[config.mk]
export PLATFORM = sky130hd
export DESIGN_NAME = prog_rst_ctrl
export DESIGN_NICKNAME = d
export VERILOG_FILES = /design/src/rtl/prog_rst_ctrl.sv
export SDC_FILE = /design/constraint.sdc
export NUM_CORES = 1
export LEC_CHECK = 0
export ABC_AREA = 1
export ABC_CLOCK_PERIOD_IN_PS = 1600
export CAP_MARGIN = 10
export CORE_MARGIN = 2
export CORE_UTILIZATION = 48
export DETAILED_ROUTE_END_ITERATION = 12
export GPL_TIMING_DRIVEN = 0
export PLACE_DENSITY = 0.72
export SYNTH_ARGS = -nofsm -noshare
export SYNTH_HDL_FRONTEND = slang
export SYNTH_SLANG_ARGS = --single-unit
[constraint.sdc]
create_clock -name clk_i -period 1.6 [get_ports clk_i]
set_input_delay 0.16 -clock clk_i [delete_from_list [all_inputs] [get_ports clk_i]]
set_output_delay 0.16 -clock clk_i [all_outputs]
set_load 0.05 [all_outputs]
[src/rtl/prog_rst_ctrl.sv]
// Programming-reset controller: synchronises and debounces the programming button, then sequences
// prog_mode_o / prog_rst_no around a boot-programmer session. Optional WAIT_DONE timeout: PROG_TIMEOUT_EN.
module prog_rst_ctrl #(
  parameter int unsigned SyncStages     = 2,
  parameter int unsigned DebounceCycles = 16,
  parameter int unsigned HoldCycles     = 32,
  parameter int unsigned GuardCycles    = 4,
  parameter int unsigned TimeoutCycles  = 1048576
) (
  input  logic clk_i,
  input  logic rst_ni,
  input  logic prog_btn_i,
  input  logic prog_done_i,
  output logic prog_rst_no,
  output logic prog_mode_o,
  output logic busy_o,
  output logic timeout_o
);

  function automatic int unsigned max2(input int unsigned a, input int unsigned b);
    return (a > b) ? a : b;
  endfunction

`ifdef PROG_TIMEOUT_EN
  localparam int unsigned MaxUsed = max2(max2(DebounceCycles, HoldCycles), max2(GuardCycles, TimeoutCycles));
`else
  localparam int unsigned MaxUsed = max2(max2(DebounceCycles, HoldCycles), GuardCycles);
`endif
  localparam int unsigned CntW = (MaxUsed > 32'd1) ? $clog2(MaxUsed) : 32'd1;

  localparam logic [CntW-1:0] CntOne   = CntW'(32'd1);
  localparam logic [CntW-1:0] DebLast  = CntW'(DebounceCycles - 32'd1);
  localparam logic [CntW-1:0] HoldLast = CntW'(HoldCycles - 32'd1);
  localparam logic [CntW-1:0] GrdLast  = CntW'(GuardCycles - 32'd1);
`ifdef PROG_TIMEOUT_EN
  localparam logic [CntW-1:0] TmoLast  = CntW'(TimeoutCycles - 32'd1);
`endif

  if (SyncStages < 32'd2) begin : g_bad_sync
    $error("SyncStages must be at least 2");
  end
  if ((DebounceCycles < 32'd1) || (HoldCycles < 32'd1) || (GuardCycles < 32'd1) ||
      (TimeoutCycles < 32'd1)) begin : g_bad_cycles
    $error("cycle-count parameters must be at least 1");
  end

  typedef enum logic [2:0] {
    ST_IDLE      = 3'd0,
    ST_DEBOUNCE  = 3'd1,
    ST_HOLD      = 3'd2,
    ST_WAIT_DONE = 3'd3,
    ST_RELEASE   = 3'd4,
    ST_REARM     = 3'd5
  } state_e;

  logic [SyncStages-1:0] sync_r;
  logic                  btn_s;
  state_e                state_r, state_n;
  logic [CntW-1:0]       cnt_r, cnt_n;
  logic                  cnt_inc_s;
  logic                  rst_no_r, mode_r, busy_r;
`ifdef PROG_TIMEOUT_EN
  logic                  tmo_hit_s;
  logic                  timeout_r;
`endif

  // Button synchroniser chain
  always_ff @(posedge clk_i or negedge rst_ni) begin
    if (!rst_ni) begin
      sync_r <= '0;
    end else begin
      sync_r <= {sync_r[SyncStages-2:0], prog_btn_i};
    end
  end

  assign btn_s = sync_r[SyncStages-1];

  // State and shared counter registers
  always_ff @(posedge clk_i or negedge rst_ni) begin
    if (!rst_ni) begin
      state_r <= ST_IDLE;
      cnt_r   <= '0;
    end else begin
      state_r <= state_n;
      cnt_r   <= cnt_n;
    end
  end

  // Next-state decode; the counter clears on every transition
  always_comb begin
    state_n   = state_r;
    cnt_inc_s = 1'b0;
`ifdef PROG_TIMEOUT_EN
    tmo_hit_s = 1'b0;
`endif
    case (state_r)
      ST_IDLE: begin
        if (btn_s) begin
          state_n = ST_DEBOUNCE;
        end else begin
          state_n = ST_IDLE;
        end
      end
      ST_DEBOUNCE: begin
        // A low btn_s wins over the final count: the press is rejected
        if (!btn_s) begin
          state_n = ST_IDLE;
        end else if (cnt_r == DebLast) begin
          state_n = ST_HOLD;
        end else begin
          cnt_inc_s = 1'b1;
        end
      end
      ST_HOLD: begin
        if (cnt_r == HoldLast) begin
          state_n = ST_WAIT_DONE;
        end else begin
          cnt_inc_s = 1'b1;
        end
      end
      ST_WAIT_DONE: begin
        if (prog_done_i) begin
          state_n = ST_RELEASE;
        end else begin
`ifdef PROG_TIMEOUT_EN
          if (cnt_r == TmoLast) begin
            state_n   = ST_RELEASE;
            tmo_hit_s = 1'b1;
          end else begin
            cnt_inc_s = 1'b1;
          end
`else
          state_n = ST_WAIT_DONE;
`endif
        end
      end
      ST_RELEASE: begin
        if (cnt_r == GrdLast) begin
          state_n = ST_REARM;
        end else begin
          cnt_inc_s = 1'b1;
        end
      end
      ST_REARM: begin
        if (!btn_s) begin
          state_n = ST_IDLE;
        end else begin
          state_n = ST_REARM;
        end
      end
      default: begin
        state_n = ST_IDLE;
      end
    endcase

    if (state_n != state_r) begin
      cnt_n = '0;
    end else if (cnt_inc_s) begin
      cnt_n = cnt_r + CntOne;
    end else begin
      cnt_n = cnt_r;
    end
  end

  // Outputs are registered from the next state so they switch on the entry edge
  always_ff @(posedge clk_i or negedge rst_ni) begin
    if (!rst_ni) begin
      rst_no_r <= 1'b1;
      mode_r   <= 1'b0;
      busy_r   <= 1'b0;
    end else begin
      rst_no_r <= !((state_n == ST_HOLD) || (state_n == ST_WAIT_DONE) || (state_n == ST_RELEASE));
      mode_r   <= (state_n == ST_HOLD) || (state_n == ST_WAIT_DONE);
      busy_r   <= (state_n != ST_IDLE);
    end
  end

  assign prog_rst_no = rst_no_r;
  assign prog_mode_o = mode_r;
  assign busy_o      = busy_r;

`ifdef PROG_TIMEOUT_EN
  // Sticky timeout flag, cleared when a new session enters HOLD
  always_ff @(posedge clk_i or negedge rst_ni) begin
    if (!rst_ni) begin
      timeout_r <= 1'b0;
    end else if ((state_n == ST_HOLD) && (state_r != ST_HOLD)) begin
      timeout_r <= 1'b0;
    end else if (tmo_hit_s) begin
      timeout_r <= 1'b1;
    end else begin
      timeout_r <= timeout_r;
    end
  end

  assign timeout_o = timeout_r;
`else
  assign timeout_o = 1'b0;
`endif

endmodule

==> tab_implementation.tex, run 1 <==
\begin{tabular}{lr}
\hline
Metric & Value \\
\hline
\multicolumn{2}{l}{\textbf{Floorplan}} \\
I/O pin count & 8 \\
Horizontal extent of the die & $\sim$44 um \\
Initial cell density of the core & about half \\
Core region area & approximately 1500 um\^{}2 \\
Floorplan die height & approximately 44 um \\
Num rows & 14 \\
Die area & about 1900 um\^{}2 \\
\multicolumn{2}{l}{\textbf{Placement}} \\
GP Congestion & slightly below 0.8 \\
Area of placed instances & 857 um\^{}2 \\
Number of buffers added on ports & 6 \\
Post-placement worst setup slack & -0.213 ns \\
Placed wire-length estimate & $\sim$980 um \\
\multicolumn{2}{l}{\textbf{Clock network}} \\
Clk sinks & 13 \\
Clock edge transition at the registers on the reported setup and hold paths & 0.07 ns \\
CTS Root Cell & clkbuf\_4 \\
Total clock buffers created by CTS & 3 \\
Clock H-tree levels & 1 \\
Clock tree from TritonCTS & built \\
Clock latency at the later pin of the worst-skew pair & about 0.27 ns \\
CTS Buffer Depth & 2 \\
Post-CTS Hold Buffers & 0 \\
\multicolumn{2}{l}{\textbf{Logic synthesis}} \\
Post-synthesis mux area share & 0\% \\
Share of synthesized cell area in full adder, half adder and majority cells & 4.86\% \\
Simple logic cell fraction of the synthesized area & between 30\% and 40\% \\
Portion of the post-synthesis area used by sequential elements & 42.3\% \\
Fraction of the mapped netlist area in compound gates & just under 4\% \\
Synthesized netlist cell count & 99 \\
Total number of yosys warnings & 0 \\
Synth Area in XOR/XNOR & about 1.1\% \\
Synthesized Nets & about 110 \\
Main combinational cell family by area after synthesis & simple AND/OR/NAND/NOR gates \\
Synthesized area divided by synthesized cell count & 7.80 um\^{}2 \\
Synth cell types & 23 \\
Cell area after synthesis & $\sim$770 um\^{}2 \\
Number of register bits inferred by synthesis & 13 \\
\multicolumn{2}{l}{\textbf{STA}} \\
Maximum achievable frequency & around 0.57 GHz \\
Max Transition Viols Final & 0 \\
Skew final & about 0.0030 ns \\
Post-route setup TNS & -0.814 ns \\
Relative slew margins & $\sim$62\% \\
Measured slew at the worst slew-check pin & 0.562 ns \\
Worst Slack Setup Final & -0.167 ns \\
Setup Viol. Count Final & 6 \\
RSZ-0062 raised after global routing & true \\
Minimum clock period & 1.77 ns \\
Count of endpoints failing hold in the final timing report & 0 \\
Share of the clock period used by the worst path & 110\% \\
\multicolumn{2}{l}{\textbf{Routing}} \\
Number of vias after detailed routing & slightly below 700 \\
First-pass iteration count of the detailed router & 4 \\
Detailed-route DRC error count & 0 \\
Final WL & 1.58 mm \\
Detailed-route vias per instance & $\sim$5.1 \\
Final antenna-violating net count & 0 \\
Detail-routed net length per standard cell & between 10 and 15 um \\
Detailed Route Iter0 Violations & 12 \\
\multicolumn{2}{l}{\textbf{Power}} \\
Internal Dissipation & around 520 uW \\
Largest voltage drop on the vdd net & 0.000640 V \\
Net switching share of the total power & a little under a third \\
Power after layout & between 700 and 800 uW \\
Comb pwr share & approximately 25\% \\
Clock network fraction of design power & between 20\% and 30\% \\
Ratio of total power to cell area & approximately 740 nW/um\^{}2 \\
Net switching power of the design & between 200 and 250 uW \\
Fraction of power consumed by sequential logic & roughly half \\
Leakage power total & 0.000522 uW \\
\multicolumn{2}{l}{\textbf{Global route}} \\
Total routing usage reported by global routing & between 10\% and 20\% \\
Total global routing overflow & 0 \\
First-pass GRT wire length & roughly 2.5 mm \\
Initial antenna violation count & 0 \\
Via count of the first global-routing pass & approximately 580 \\
Largest net degree at the start of global routing & 14 \\
\multicolumn{2}{l}{\textbf{Critical path}} \\
Buffering stage count on the worst path with inverters included & 3 \\
Critical path fanouts, max & 5 \\
Type of element capturing the critical path & flip-flop \\
Data required time at the worst endpoint & between 1.5 and 2 ns \\
Startpoint type of the worst setup path & flip-flop \\
Classification of the worst setup path & reg -> reg \\
Top cell family by delay on the critical path & simple AND/OR/NAND/NOR gates \\
Standard cell with the maximum stage delay on the critical path & dfrtp\_1 \\
Worst-path cell chain & ha\_2 -> inv\_2 -> nor3\_4 -> buf\_6 -> ha\_4 -> inv\_2 -> nand4\_1 -> nand3\_4 -> xor2\_1 -> nor2\_2 \\
Slowest cell delay on critical path & 0.40 ns \\
Cell with the most instances on the worst path & inv\_2 \\
Arr. time, crit path & 1.93 ns \\
\multicolumn{2}{l}{\textbf{Finish}} \\
Final core utilization & between 60\% and 70\% \\
Commonest non-fill, non-tap cells in the layout & inv\_1, nand2\_1, dfrtp\_1 \\
Ant diodes & 0 \\
Area delta synth->final & 32.6\% \\
Most common library cell in the layout ignoring fill and taps & inv\_1 \\
Total non-filler cell area in the finished layout & approximately 1000 um\^{}2 \\
Net total in the final layout & between 100 and 150 \\
Share of cells above drive strength 1 & 38.5\% \\
\multicolumn{2}{l}{\textbf{Job}} \\
Max-cap check violation count & 0 \\
\multicolumn{2}{l}{\textbf{Outcome}} \\
Outcome & finished, violations left \\
Violated checks & negative setup slack \\
\multicolumn{2}{l}{\textbf{Worst hold path}} \\
Type of the tightest min-delay check & in -> async \\
\hline
\end{tabular}
==> cell usage after synthesis, drive strengths merged <==
library cell / number / area, um^2
a21oi: 3 / 15.0
buf: 2 / 18.8
nor3: 2 / 10.0
nand4: 5 / 31.3
dfrtp: 12 / 300
dfstp: 1 / 26.3
clkinv: 1 / 3.75
nor2: 15 / 73.8
ha: 3 / 37.5
nand3: 8 / 62.6
conb: 1 / 3.75
xor2: 1 / 8.76
o21ai: 3 / 15.0
inv: 20 / 75.1
nand2: 22 / 90.1
==> registers in the layout, indices dropped and copies added, names as in the netlist <==
register / cells
busy_o: 1
prog_mode_o: 1
state_r: 3
prog_rst_no: 1
cnt_r: 5
sync_r: 2
==> layout make-up <==
class	count	area, um^2
Multi-Input combinational cell	64	437
Fill cell	127	483
Buffer	2	18.8
Sequential cell	13	327
Timing Repair Buffer	13	115
Tap cell	16	20.0
Inverter	21	80.1
Clock buffer	4	26.3
==> per-layer routing <==
layer	GRT usage (%)	part of all wire [%]	vias up
met4	12.7	2.6	0
met1	25.2	49	317
met2	26.2	46	12
met5	0	0	-
li1	-	-	343
met3	1.22	2.6	5
==> what timing repair did <==
action	in CTS	in global routing
setup endpoints to repair	8	7
resized for setup	17	10
pin swaps	13	14
setup buffers	5	2
cloned	1	0
==> power by group through the flow <==
stage	logic, uW	registers [uW]	clock network (uW)
finish	189	366	199
global route	206	368	214
CTS	177	366	207
detailed placement	146	372	0
global placement	142	370	0
floorplan	92.9	382	0
==> stage by stage <==
stage	hold slack, ns	instances
5_1_grt	0.303	133
3_3_place_gp	0.333	121
4_1_cts	0.251	131
3_5_place_dp	0.338	121
6_report	0.243	133
2_1_floorplan	-0.136	99
==> worst paths after layout <==
path | startpoint | endpoint | slack, ns | cells past startpoint
hold reg to reg | sync_r[0] | sync_r[1] | 0.35 | 0
hold / removal | rst_ni | sync_r[0] | 0.24 | 1
setup reg to reg | cnt_r[0] | cnt_r[0] | -0.17 | 10
min in group clk_i | prog_btn_i | sync_r[0] | 0.33 | 1
setup / recovery | cnt_r[0] | cnt_r[0] | -0.17 | 10
max in group asynchronous | rst_ni | prog_rst_no | 0.98 | 1
==> kinds of logic (layout without fill, tap and decap cells) <==
| logic type | after synthesis | in the layout |
|---|---|---|
| xor gates and xnor gates | 1 | 1 |
| and+or+nand+nor | 52 | 53 |
| other | 1 | 1 |
| DFF | 13 | 13 |
| AOI/OAI and AO/OA | 6 | 6 |
| buffers and inverters | 23 | 40 |
| adders and majority gates | 3 | 3 |
(Power assumes the default switching activity.)
==> run 2, diff against run 1 <==
--- a/config.mk
+++ b/config.mk
@@ -6,10 +6,10 @@
 export NUM_CORES = 1
 export LEC_CHECK = 0
 export ABC_AREA = 1
-export ABC_CLOCK_PERIOD_IN_PS = 1600
+export ABC_CLOCK_PERIOD_IN_PS = 1700
 export CAP_MARGIN = 10
 export CORE_MARGIN = 2
-export CORE_UTILIZATION = 48
+export CORE_UTILIZATION = 50
 export DETAILED_ROUTE_END_ITERATION = 12
 export GPL_TIMING_DRIVEN = 0
 export PLACE_DENSITY = 0.72
==> constraint.sdc (replaced) <==
create_clock -name clk_i -period 1.7 [get_ports clk_i]
set_input_delay 0.17 -clock clk_i [delete_from_list [all_inputs] [get_ports clk_i]]
set_output_delay 0.17 -clock clk_i [all_outputs]
set_load 0.05 [all_outputs]
==> run 2 against run 1 <==
The flow still finishes with violations (negative setup slack). Routed wire length rose by 1.6%. Register-to-register slack improved by 0.13 ns. Via count rose by 0.15%. Utilization rose by 0.087 points. Clock skew rose by 0.0032 ns. Worst hold slack improved by 0.0042 ns. Highest routed layer unchanged. Non-clock buffer count fell by 1. Clock-buffer cell count did not move. Flip-flop and latch count did not move.
==> tab_implementation.tex, run 2 (synthesized netlist as in run 1, its figures left out) <==
\begin{tabular}{lr}
\hline
Metric & Value \\
\hline
\multicolumn{2}{l}{\textbf{Outcome}} \\
Outcome & finished, violations left (unchanged) \\
Violated checks & negative setup slack (unchanged) \\
\multicolumn{2}{l}{\textbf{STA}} \\
Worst Slack Setup Final & -0.0352 ns (was -0.167 ns) \\
Setup Viol. Count Final & 5 (was 6) \\
RSZ-0062 raised after global routing & true (unchanged) \\
Minimum clock period & 1.74 ns (was 1.77 ns) \\
Relative slew margins & 62.7\% (was 62.4\%) \\
Skew final & 0.00621 ns (was 0.00302 ns) \\
Share of the clock period used by the worst path & 102\% (was 110\%) \\
Measured slew at the worst slew-check pin & 0.558 ns (was 0.562 ns) \\
Max Transition Viols Final & 0 (unchanged) \\
Maximum achievable frequency & 0.576 GHz (was 0.566 GHz) \\
Count of endpoints failing hold in the final timing report & 0 (unchanged) \\
\multicolumn{2}{l}{\textbf{Floorplan}} \\
Core region area & 1470 um\^{}2 (was 1510 um\^{}2) \\
I/O pin count & 8 (unchanged) \\
Die area & 1870 um\^{}2 (was 1950 um\^{}2) \\
Horizontal extent of the die & 43.3 um (was 44.1 um) \\
Num rows & 14 (unchanged) \\
Floorplan die height & 43.3 um (was 44.1 um) \\
Initial cell density of the core & 52.5\% (was 51.2\%) \\
\multicolumn{2}{l}{\textbf{Critical path}} \\
Classification of the worst setup path & reg -> reg (unchanged) \\
Arr. time, crit path & 1.95 ns (was 1.93 ns) \\
Startpoint type of the worst setup path & flip-flop (unchanged) \\
Top cell family by delay on the critical path & simple AND/OR/NAND/NOR gates (unchanged) \\
Type of element capturing the critical path & flip-flop (unchanged) \\
Critical path fanouts, max & 5 (unchanged) \\
Slowest cell delay on critical path & 0.38 ns (was 0.40 ns) \\
Standard cell with the maximum stage delay on the critical path & dfrtp\_1 (unchanged) \\
Buffering stage count on the worst path with inverters included & 3 (unchanged) \\
Worst-path cell chain & ha\_2 -> inv\_2 -> nor3\_4 -> ha\_2 -> inv\_2 -> nand3\_2 -> clkinv\_2 -> nor2\_4 -> nand2\_4 -> nand2\_4 -> nand3\_4 -> nor2\_1 (was ha\_2 -> inv\_2 -> nor3\_4 -> buf\_6 -> ha\_4 -> inv\_2 -> nand4\_1 -> nand3\_4 -> xor2\_1 -> nor2\_2) \\
Data required time at the worst endpoint & 1.91 ns (was 1.77 ns) \\
\multicolumn{2}{l}{\textbf{Global route}} \\
Total routing usage reported by global routing & 19.2\% (was 17.9\%) \\
Initial antenna violation count & 0 (unchanged) \\
Largest net degree at the start of global routing & 14 (unchanged) \\
First-pass GRT wire length & 2.50 mm (was 2.48 mm) \\
Via count of the first global-routing pass & 584 (was 577) \\
Total global routing overflow & 0 (unchanged) \\
\multicolumn{2}{l}{\textbf{Placement}} \\
Area of placed instances & 852 um\^{}2 (was 857 um\^{}2) \\
Placed wire-length estimate & 978 um (was 980 um) \\
Number of buffers added on ports & 6 (unchanged) \\
GP Congestion & 0.757 (was 0.778) \\
\multicolumn{2}{l}{\textbf{Finish}} \\
FILL cells & 126 (was 127) \\
Most common library cell in the layout ignoring fill and taps & inv\_1 (unchanged) \\
Net total in the final layout & 124 (was 125) \\
Area delta synth->final & 29.7\% (was 32.6\%) \\
Share of cells above drive strength 1 & 34.5\% (was 38.5\%) \\
Commonest non-fill, non-tap cells in the layout & inv\_1, nand2\_1, dfrtp\_1 (unchanged) \\
Total non-filler cell area in the finished layout & 1000 um\^{}2 (was 1020 um\^{}2) \\
Flip-flop count of the largest register after layout & 5 (unchanged) \\
Ant diodes & 0 (unchanged) \\
Register with the most flip-flops & cnt\_r (unchanged) \\
Largest registers in the final layout & cnt\_r x5, state\_r x3, sync\_r x2 (unchanged) \\
\multicolumn{2}{l}{\textbf{Job}} \\
Max-cap check violation count & 0 (unchanged) \\
\multicolumn{2}{l}{\textbf{Clock network}} \\
Total clock buffers created by CTS & 3 (unchanged) \\
CTS Root Cell & clkbuf\_4 (unchanged) \\
Clock H-tree levels & 1 (unchanged) \\
Clock latency at the later pin of the worst-skew pair & 0.28 ns (was 0.27 ns) \\
CTS Buffer Depth & 2 (unchanged) \\
Clock edge transition at the registers on the reported setup and hold paths & 0.08 ns (was 0.07 ns) \\
Clock tree from TritonCTS & built (unchanged) \\
Clk sinks & 13 (unchanged) \\
\multicolumn{2}{l}{\textbf{Routing}} \\
Final antenna-violating net count & 0 (unchanged) \\
First-pass iteration count of the detailed router & 4 (unchanged) \\
Detailed-route vias per instance & 5.14 (was 5.09) \\
Detailed-route DRC error count & 0 (unchanged) \\
Detail-routed net length per standard cell & 12.1 um (was 11.9 um) \\
Detailed Route Iter0 Violations & 14 (was 12) \\
Final WL & 1.60 mm (was 1.58 mm) \\
Number of vias after detailed routing & 678 (was 677) \\
\multicolumn{2}{l}{\textbf{Power}} \\
Ratio of total power to cell area & 737 nW/um\^{}2 (was 736 nW/um\^{}2) \\
Largest voltage drop on the vdd net & 0.000646 V (was 0.000640 V) \\
Power after layout & 737 uW (was 753 uW) \\
Leakage power total & 0.000522 uW (about the same) \\
\multicolumn{2}{l}{\textbf{Worst hold path}} \\
Type of the tightest min-delay check & in -> async (unchanged) \\
\hline
\end{tabular}
[run 2: final timing paths]
check,to,start,cells past startpoint,slack [ns]
min in group clk_i,sync_r[0],prog_btn_i,1,0.33
worst min-delay path,cnt_r[4],rst_ni,1,0.25
worst max register to register,cnt_r[2],cnt_r[0],12,-0.04
worst max-delay path,cnt_r[2],cnt_r[0],12,-0.04
max in group asynchronous,prog_rst_no,rst_ni,1,1.08
worst min register to register,sync_r[1],sync_r[0],0,0.35
[run 2: layout make-up]
class / instances / area [um^2] / share of cell area [%]
clock buffer: 4 / 26.3 / 2.63
tap: 16 / 20.0 / 2.00
inverter: 21 / 80.1 / 8.00
buffer: 2 / 18.8 / 1.88
timing repair buffer: 12 / 104 / 10.4
multi-input combinational: 64 / 425 / 42.5
sequential: 13 / 327 / 32.6
[run 2: through the flow]
stage	worst slack (ns)	instances	hold WS (ns)	util [%]	setup TNS [ns]
finish	-0.0352	132	0.248	68.0	-0.137
global route	-0.146	132	0.296	68.0	-0.870
CTS	-0.0403	129	0.267	63.9	-0.156
detailed placement	-0.155	121	0.337	57.9	-0.900
global placement	-0.118	121	0.334	57.9	-0.671
floorplan	0.0733	99	-0.126	-	0
[run 2: timing repair]
item,4_1_cts,5_1_grt
pin swaps,8,9
hold buffers,0,0
cloned,0,1
setup buffers,4,2
gates resized for setup,13,11
setup endpoints to repair,8,7
[run 2: where the power goes]
part	internal, uW	switching [uW]
Combinational	82.8	121
Sequential	329	16.9
Clock	91.1	97.0
[run 2: routing by layer]
metal	vias up	routed length [um]	track usage (%)
met1	316	679	24.8
met4	0	48	16.4
li1	341	-	-
met2	17	814	28.7
met3	4	60	1.28
met5	-	0	0
==> run 3, diff against run 2 <==
--- a/config.mk
+++ b/config.mk
@@ -10,6 +10,7 @@
 export CAP_MARGIN = 10
 export CORE_MARGIN = 2
 export CORE_UTILIZATION = 50
+export CTS_CLUSTER_SIZE = 30
 export DETAILED_ROUTE_END_ITERATION = 12
 export GPL_TIMING_DRIVEN = 0
 export PLACE_DENSITY = 0.72
==> results of run 3 <==
The final DEF is identical to that of run 2; final timing and power are the same.
